File: config.mk
export PLATFORM = sky130hd
export DESIGN_NAME = aes_state_sel_ctrl
export DESIGN_NICKNAME = d
export VERILOG_FILES = /design/src/rtl/aes_state_sel_ctrl.sv
export SDC_FILE = /design/constraint.sdc
export NUM_CORES = 1
export LEC_CHECK = 0
export BUFFER_PORTS_ARGS = -buffer_cell sky130_fd_sc_hd__buf_2
export CELL_PAD_IN_SITES_DETAIL_PLACEMENT = 1
export CELL_PAD_IN_SITES_GLOBAL_PLACEMENT = 1
export CORE_ASPECT_RATIO = 2
export CORE_MARGIN = 8
export CORE_UTILIZATION = 42
export DETAILED_ROUTE_END_ITERATION = 16
export HOLD_SLACK_MARGIN = 0.06
export PLACE_DENSITY = 0.79
export SETUP_SLACK_MARGIN = 0.02
export SYNTH_ARGS = -nofsm -noshare
export SYNTH_HDL_FRONTEND = slang
export SYNTH_HIERARCHICAL = 1
export SYNTH_SLANG_ARGS = --single-unit
File: constraint.sdc
create_clock -name clk_i -period 3 [get_ports clk_i]
set_input_delay 0.6 -clock clk_i [delete_from_list [all_inputs] [get_ports clk_i]]
set_output_delay 0.6 -clock clk_i [all_outputs]
set_load 0.005 [all_outputs]
File: src/rtl/aes_state_sel_ctrl.sv
// AES cipher-core state-register input mux sequencer.
// Walks one block through CLEAR / INIT / ROUND phases, drives a sparse mux3
// select through a buffering checker and latches a terminal alert on any
// corrupted select, state or round count.

package aes_pkg;

   // Sparse select codes for the 3-input state register mux.
   typedef enum logic [4:0] {
      MUX3_SEL_0 = 5'b01110,
      MUX3_SEL_1 = 5'b11000,
      MUX3_SEL_2 = 5'b00001
   } mux3_sel_e;

   // Sequencer states, pairwise Hamming distance >= 3 (codewords of a [6,3,3] code).
   typedef enum logic [5:0] {
      ST_IDLE  = 6'b100110,
      ST_INIT  = 6'b010101,
      ST_ROUND = 6'b001011,
      ST_DONE  = 6'b110011,
      ST_CLEAR = 6'b101101,
      ST_ERROR = 6'b011110
   } ctrl_state_e;

endpackage

// Select buffer and checker: passes the select through (optionally via a
// double-inverting buffer pair) and flags any value that is not a legal code.
module aes_sel_buf_chk #(
   parameter int unsigned Num      = 3,
   parameter int unsigned Width    = 5,
   parameter bit          EnSecBuf = 1'b0
) (
   input  logic [Width-1:0] sel_i,
   output logic [Width-1:0] sel_o,
   output logic             err_o
);
   import aes_pkg::*;

   if (EnSecBuf) begin : g_sec_buf
      logic [Width-1:0] sel_n;
      assign sel_n = ~sel_i;
      assign sel_o = ~sel_n;
   end else begin : g_plain
      assign sel_o = sel_i;
   end

   // The check is done on the buffered value so corruption of the buffer is caught too.
   always_comb begin
      err_o = 1'b1;
      if (sel_o == Width'(MUX3_SEL_0)) begin
         err_o = 1'b0;
      end
      if ((Num > 1) && (sel_o == Width'(MUX3_SEL_1))) begin
         err_o = 1'b0;
      end
      if ((Num > 2) && (sel_o == Width'(MUX3_SEL_2))) begin
         err_o = 1'b0;
      end
   end

endmodule

module aes_state_sel_ctrl #(
   parameter bit EnSecBuf = 1'b0
) (
   input  logic       clk_i,
   input  logic       rst_ni,
   input  logic       in_valid_i,
   output logic       in_ready_o,
   input  logic [3:0] num_rounds_i,
   input  logic       clear_i,
   output logic       out_valid_o,
   input  logic       out_ready_i,
   output logic [4:0] state_sel_o,
   output logic       state_we_o,
   output logic [3:0] round_o,
   output logic       last_round_o,
   output logic       alert_o
);
   import aes_pkg::*;

   localparam logic [3:0] MaxRounds = 4'd14;

   ctrl_state_e state_q, state_d;
   logic [3:0]  n_q, n_d;
   logic [3:0]  cnt_q, cnt_d;
   mux3_sel_e   sel_dec;
   logic [4:0]  sel_raw;
   logic [4:0]  sel_buf;
   logic        sel_err;

   // Raw select as decoded from the state; only its buffered copy leaves the block.
   assign sel_raw = sel_dec;

   aes_sel_buf_chk #(
      .Num      (3),
      .Width    (5),
      .EnSecBuf (EnSecBuf)
   ) u_sel_buf_chk (
      .sel_i (sel_raw),
      .sel_o (sel_buf),
      .err_o (sel_err)
   );

   assign state_sel_o = sel_buf;

   // Output decode from registered state, round count and counter (plus clear_i for ready).
   always_comb begin
      sel_dec      = MUX3_SEL_0;
      in_ready_o   = 1'b0;
      out_valid_o  = 1'b0;
      state_we_o   = 1'b0;
      round_o      = cnt_q;
      last_round_o = 1'b0;
      alert_o      = 1'b0;
      case (state_q)
         ST_IDLE: begin
            in_ready_o = ~clear_i;
         end
         ST_INIT: begin
            sel_dec    = MUX3_SEL_1;
            state_we_o = 1'b1;
            round_o    = '0;
         end
         ST_ROUND: begin
            sel_dec      = MUX3_SEL_2;
            state_we_o   = 1'b1;
            last_round_o = (cnt_q == n_q);
         end
         ST_DONE: begin
            sel_dec     = MUX3_SEL_2;
            out_valid_o = 1'b1;
            round_o     = n_q;
         end
         ST_CLEAR: begin
            state_we_o = 1'b1;
         end
         ST_ERROR: begin
            alert_o = 1'b1;
         end
         default: begin
            sel_dec = MUX3_SEL_0;
         end
      endcase
   end

   // Next-state logic; error conditions override everything, clear_i aborts a block.
   always_comb begin
      state_d = state_q;
      n_d     = n_q;
      cnt_d   = cnt_q;
      case (state_q)
         ST_IDLE: begin
            if (clear_i) begin
               state_d = ST_CLEAR;
               cnt_d   = '0;
            end else if (in_valid_i) begin
               n_d   = num_rounds_i;
               cnt_d = '0;
               if ((num_rounds_i == '0) || (num_rounds_i > MaxRounds)) begin
                  state_d = ST_ERROR;
               end else begin
                  state_d = ST_INIT;
               end
            end
         end
         ST_INIT: begin
            state_d = ST_ROUND;
            cnt_d   = 4'd1;
         end
         ST_ROUND: begin
            if (cnt_q > n_q) begin
               state_d = ST_ERROR;
            end else if (cnt_q == n_q) begin
               state_d = ST_DONE;
            end else begin
               cnt_d = cnt_q + 4'd1;
            end
         end
         ST_DONE: begin
            if (out_ready_i) begin
               state_d = ST_IDLE;
            end
         end
         ST_CLEAR: begin
            state_d = ST_IDLE;
            cnt_d   = '0;
         end
         ST_ERROR: begin
            state_d = ST_ERROR;
         end
         default: begin
            state_d = ST_ERROR;
         end
      endcase

      // Abort of an in-flight block; a detected round-count error still wins.
      if (clear_i && (state_d != ST_ERROR) &&
          ((state_q == ST_INIT) || (state_q == ST_ROUND) || (state_q == ST_DONE))) begin
         state_d = ST_CLEAR;
         cnt_d   = '0;
      end

      if (sel_err) begin
         state_d = ST_ERROR;
      end
   end

   // State, round count and counter registers.
   always_ff @(posedge clk_i or negedge rst_ni) begin
      if (!rst_ni) begin
         state_q <= ST_IDLE;
         n_q     <= '0;
         cnt_q   <= '0;
      end else begin
         state_q <= state_d;
         n_q     <= n_d;
         cnt_q   <= cnt_d;
      end
   end

endmodule
[Word level (Yosys, flattened, before mapping)]
Index checks and enable logic that the tools add are counted.
Storage, ports and cells
  bits in registers: 14
  bits in latches: 0
  RAM bits: 0
  memory bits (read-only): 0
  output and inout port bits: 14
  word-level logic and storage cells: 57
  memories kept: 0
Operators by class
  $add $sub $neg: 1
  multiply operators: 0
  div/mod/pow operators: 0
  magnitude comparators: 2
  equality and inequality tests: 14
  shift operators: 0
  mux-type cells: 25
  bitwise gates (word level): 1
  reduce and logical (&&, ||, !) cells: 11
Operator list (count)
  $mux 6: 7
  $pmux 6 s5: 1
  $mux 4: 6
  $eq 6x6->1 const B: 3
  $pmux 4 s4: 1
  $eq 6x5->1 const B: 2
  $pmux 5 s2: 1
  $mux 1: 8
  $pmux 4 s2: 1
  $eq 6x4->1 const B: 1
  $ne 3x2->1 const B: 2
  $ne 6x5->1 const B: 1
  $eq 5x1->1 const B: 1
  $eq 5x4->1 const B: 1
  $eq 5x5->1 const B: 1
  $reduce_bool 5->1: 1
  $add 4x1->4 const B: 1
  $eq 4x4->1: 1
  $gt 4x4->1: 1
  $gt 4x4->1 const B: 1
  $logic_not 4->1: 1
  $ne 4x4->1 const B: 1
  $reduce_and 4->1: 1
  $logic_or 1x1->1: 3
  5 further kinds: 6

[Logic depth before layout (Yosys ltp)]
  word-level depth: 11
  gate-level depth with buffers: 9

[Modules after synthesis]
The synthesis kept the hierarchy.
Modules (own cells, without submodules)
  aes_state_sel_ctrl: times used 1, cells each 143, area an instance 1281.2 um^2
  aes_sel_buf_chk: times used 1, cells each 10, area an instance 75.1 um^2

[Least setup slack after synthesis]
No wires, ideal clock.
  path type: flip-flop to flip-flop
  start point: reg state_q[4]
  end point: reg state_q[3]
  library setup time: 0.138 ns
  arrival: 2.419 ns
  setup slack: 0.443 ns
  cell stages (with the launch flop): 9
  buffers on the path: 0
  clock period less this slack: 2.557 ns
  cells stage by stage: dfrtp_1 or3b_1 a21boi_1 o21ai_0 or4b_1 a21oi_1 a21oi_1 nor4bb_1 o21ai_0
On the way
  cells in the longest elaborated chain, start to end: 8
  elaborated cells between the ends (all ways): 26
  classes of those cells: eq/ne (9); mux (12); reduce/logical (5)
Ends and longest elaborated chain
  start: declaration: line 85  | ctrl_state_e state_q, state_d;
  start signal: assignment: line 217  | state_q <= state_d;
  $eq 6x4->1 or $eq 6x6->1 (tied branches): line 117  | case (state_q)
  $reduce_or 2->1 (no source line)
  $pmux 5 s2 *: line 117
  net sel_dec[1]: line 88  | mux3_sel_e sel_dec;
  $eq 5x4->1: line 51  | if (sel_o == Width'(MUX3_SEL_0)) begin
  $mux 1: line 51
  $mux 1: line 54  | if ((Num > 1) && (sel_o == Width'(MUX3_SEL_1))) begin
  $mux 1 *: line 57  | if ((Num > 2) && (sel_o == Width'(MUX3_SEL_2))) begin
  net sel_err: line 91  | logic sel_err;
  $mux 6 *: line 205  | if (sel_err) begin
  net state_d[3]: line 85
The timed path passes the listed nets; every way through them passes the cells marked *.
A chain may end at the register's enable or synchronous reset.

[Worst setup path in the final report]
  start point: reg state_q[4]
  end point: reg state_q[3]
On the way
  cells in the longest elaborated chain, start to end: 8
  elaborated cells between the ends (all ways): 26
  classes of those cells: eq/ne (9); mux (12); reduce/logical (5)
Ends and longest elaborated chain (line)
  $eq 6x4->1 or $eq 6x6->1 (tied branches): 117
  $reduce_or 2->1 (no source line)
  $pmux 5 s2 *: 117
  $eq 5x4->1: 51
  $mux 1: 51
  $mux 1: 54
  $mux 1 *: 57
  net sel_err: 91
  $mux 6 *: 205
  net state_d[3]: 85
Marks and branches as above.

==> flow_summary.yaml <==
timing:
  period_share_pct: 94.36
  setup_viol: 0
  hold_viol: 0
  final_max_slew_viol_count: 0
  max_freq_mhz: 353.3
  fin_ws_ps: 169.3
  rsz0062_at_grt: "false"
  skew_ps: 4.243
  tightest_slew_ps: 598.1
  period_needed_ps: 2831
  fin_tns_setup_ps: 0
  relSlewSlack_pct: 60.13
clock_tree:
  htree_levels: 1
  cts_buffers: 3
  postCtsSetupBuffers: 0
  cts_tree: "done"
  clkSinkCount: 14
  clock_latency_ps: 250
  root_buffer: "clkbuf_8"
  clock_path_buffers: 2
  cts-hold-fix-buffers: 0
  clk_pin_slew_ps: 60
detailed_routing:
  routed_wl_mm: 4.723
  via_count: 1350
  postRouteAntennaNets: 0
  drt-vias-per-instance: 6.683
  drt_pass1_iterations: 4
  wl_per_cell_um: 23.38
  drt_iter0_markers: 33
  drc: 0
synth:
  synth.top_cell.area_share_pct: 20.30
  async_flop_share_pct: 100.0
  synth_warnings: 6
  ys_ff_latch: 14
  synth-edff-count: 0
  synth.avg_cell_area_um2: 8.865
  ys_seq_area_share_pct: 26.11
  syn_inst: 153
  yosysTopAreaCell: "dfrtp_1"
  syn_nets: 167
  syn-cell-area_mm2: 0.001356
  netlist-cell-type-count: 57
  ys.flop_type: "dfrtp_1"
  ys_top_cells_by_area: "dfrtp_1 (20%), dfstp_2 (5.8%), ha_1 (4.6%)"
floorplanning:
  start_util_pct: 43.46
  fp.dieArea_mm2: 0.005414
  die_w_um: 56.18
  core-area_mm2: 0.003120
  die_h_um: 96.37
  pin_count: 23
  num_rows: 29
power:
  finalPower_uw: 415.0
  peakVddDrop_uv: 218.8
  leakagePower_uw: 0.0006627
  powerDensity_mw_per_mm2: 273.9
layout:
  final_common_cell: "buf_2"
  area_growth_pct: 11.72
  stdcell_count: 202
  layout_common_cells: "buf_2 (22), o21ai_0 (12), inv_1 (10), a21oi_1 (10)"
  drive_gt1_share_pct: 29.24
  seqCellArea_um2: 356.6
  diodes: 0
  fillers: 397
  multi_input_area_um2: 902.1
  nets: 186
global_route:
  first_global_vias: 1547
  antenna_found_initial: 0
  gr-total-overflow: 0
  grt_pass1_wl_mm: 7.521
  track_usage_pct: 17.28
  grt_max_degree: 15
critical_path:
  end_kind: "register"
  path_buf_inv: 1
  path_cells: "or3b_1 -> a21boi_1 -> o21ai_0 -> buf_4 -> nor4b_1 -> a21oi_1 -> nor4bb_1 -> o21ai_0"
  cp_common_cell: "o21ai_0"
  cp_max_fo: 10
  start_kind: "register"
  critPathKind: "reg2reg"
  cp_top_family: "simple AND/OR/NAND/NOR gates"
  slowest_delay_ps: 480
  critical_path_required_ps: 3100
  critical_path.slowest_cell: "dfrtp_2"
  arrival_ps: 2930
placed_design:
  gp_congestion: 0.8727
  dp_hpwl_mm: 3.766
  io_buffers: 22
  dp.cells: 198
  post-place-ws_ps: 254.6
flow_run:
  drv_cap: 0
worst_hold_path:
  hold_path.class: "in2async"
status:
  status: "complete, no violations"
## state kept, by name (all words and copies together) (netlist names)
| name | count |
|---|---|
| n_q | 4 |
| cnt_q | 4 |
| state_q | 6 |
## final cells by class
cell class,count,area share [%]
multi-input cells,119,59.54
flip-flops and latches,14,23.53
repair buffers,24,8.258
clock buffers,4,3.633
well taps,31,2.560
inverters,10,2.477
## cell families after synthesis
logic type      Yosys count  share of synthesized area, %
flops                    14                         26.11
simple gates             59                         30.72
mux                       4                         3.321
fa+ha+maj                 5                         4.613
buf+inv                  20                         7.380
compound gates           51                         27.86
## report_power, final
group | switching, µW | internal (µW) | total, µW
sequential | 1.76 | 190 | 192
clock | 70.6 | 116 | 187
combinational | 22.9 | 13.0 | 35.9
## worst reg2reg max path, delay by kind of cell, from the launching register on
kind,cells,cell delay (ps)
simple gates,3,1200
flops,1,480
buf+inv,1,200
compound gates,4,810
## synth_stat cells (2+ instances only)
cell type  count
nor2_1         6
buf_2          5
nand4_1        3
nand3b_1       4
a21oi_1       10
nor4bb_1       3
ha_1           5
nand2_1        9
or3b_1         2
inv_1         10
buf_4          5
or2_1          2
nand4b_1       3
a31oi_1        2
nor2b_1        3
a22oi_1        3
a21o_1         2
mux2_2         4
nand2b_1       5
o21ai_0       12
nand3_1        2
or4bb_1        2
dfrtp_1       11
nor4_1         2
o211ai_1       3
dfstp_2        3
and3_1         2
## final timing paths
path	cells after the start	slack, ps	from	end
worst min-delay path	1	250	rst_ni	n_q[3]
min in group clk_i	1	510	n_q[1]	n_q[1]
worst min register to register	1	510	n_q[1]	n_q[1]
worst max register to register	8	170	state_q[4]	state_q[3]
worst max-delay path	8	170	state_q[4]	state_q[3]
max in group asynchronous	1	2450	rst_ni	state_q[2]
## per-layer routing
metal,up-vias,GRT usage [%],wire (µm),part of all wire (%)
met1,668,14.42,1641,35
met4,0,10.89,244,5.2
li1,617,-,-,-
met5,-,0,0,0
met3,16,3.038,207,4.4
met2,49,35.41,2630,56
## stage by stage
step           utilization, %  area, µm²  hold slack [ps]
2_1_floorplan               -       1356            304.4
6_report                48.56       1515            251.7
3_5_place_dp            46.71       1458            497.9
3_3_place_gp            46.71       1458            492.5
5_1_grt                 48.56       1515            279.8
4_1_cts                 48.48       1513            264.9
## repair_timing
item                                    CTS  global route
endpoints found under the setup margin    0             1
hold endpoints to repair                  0             0
gates resized for setup                   0             2
(Power assumes the default switching activity.)
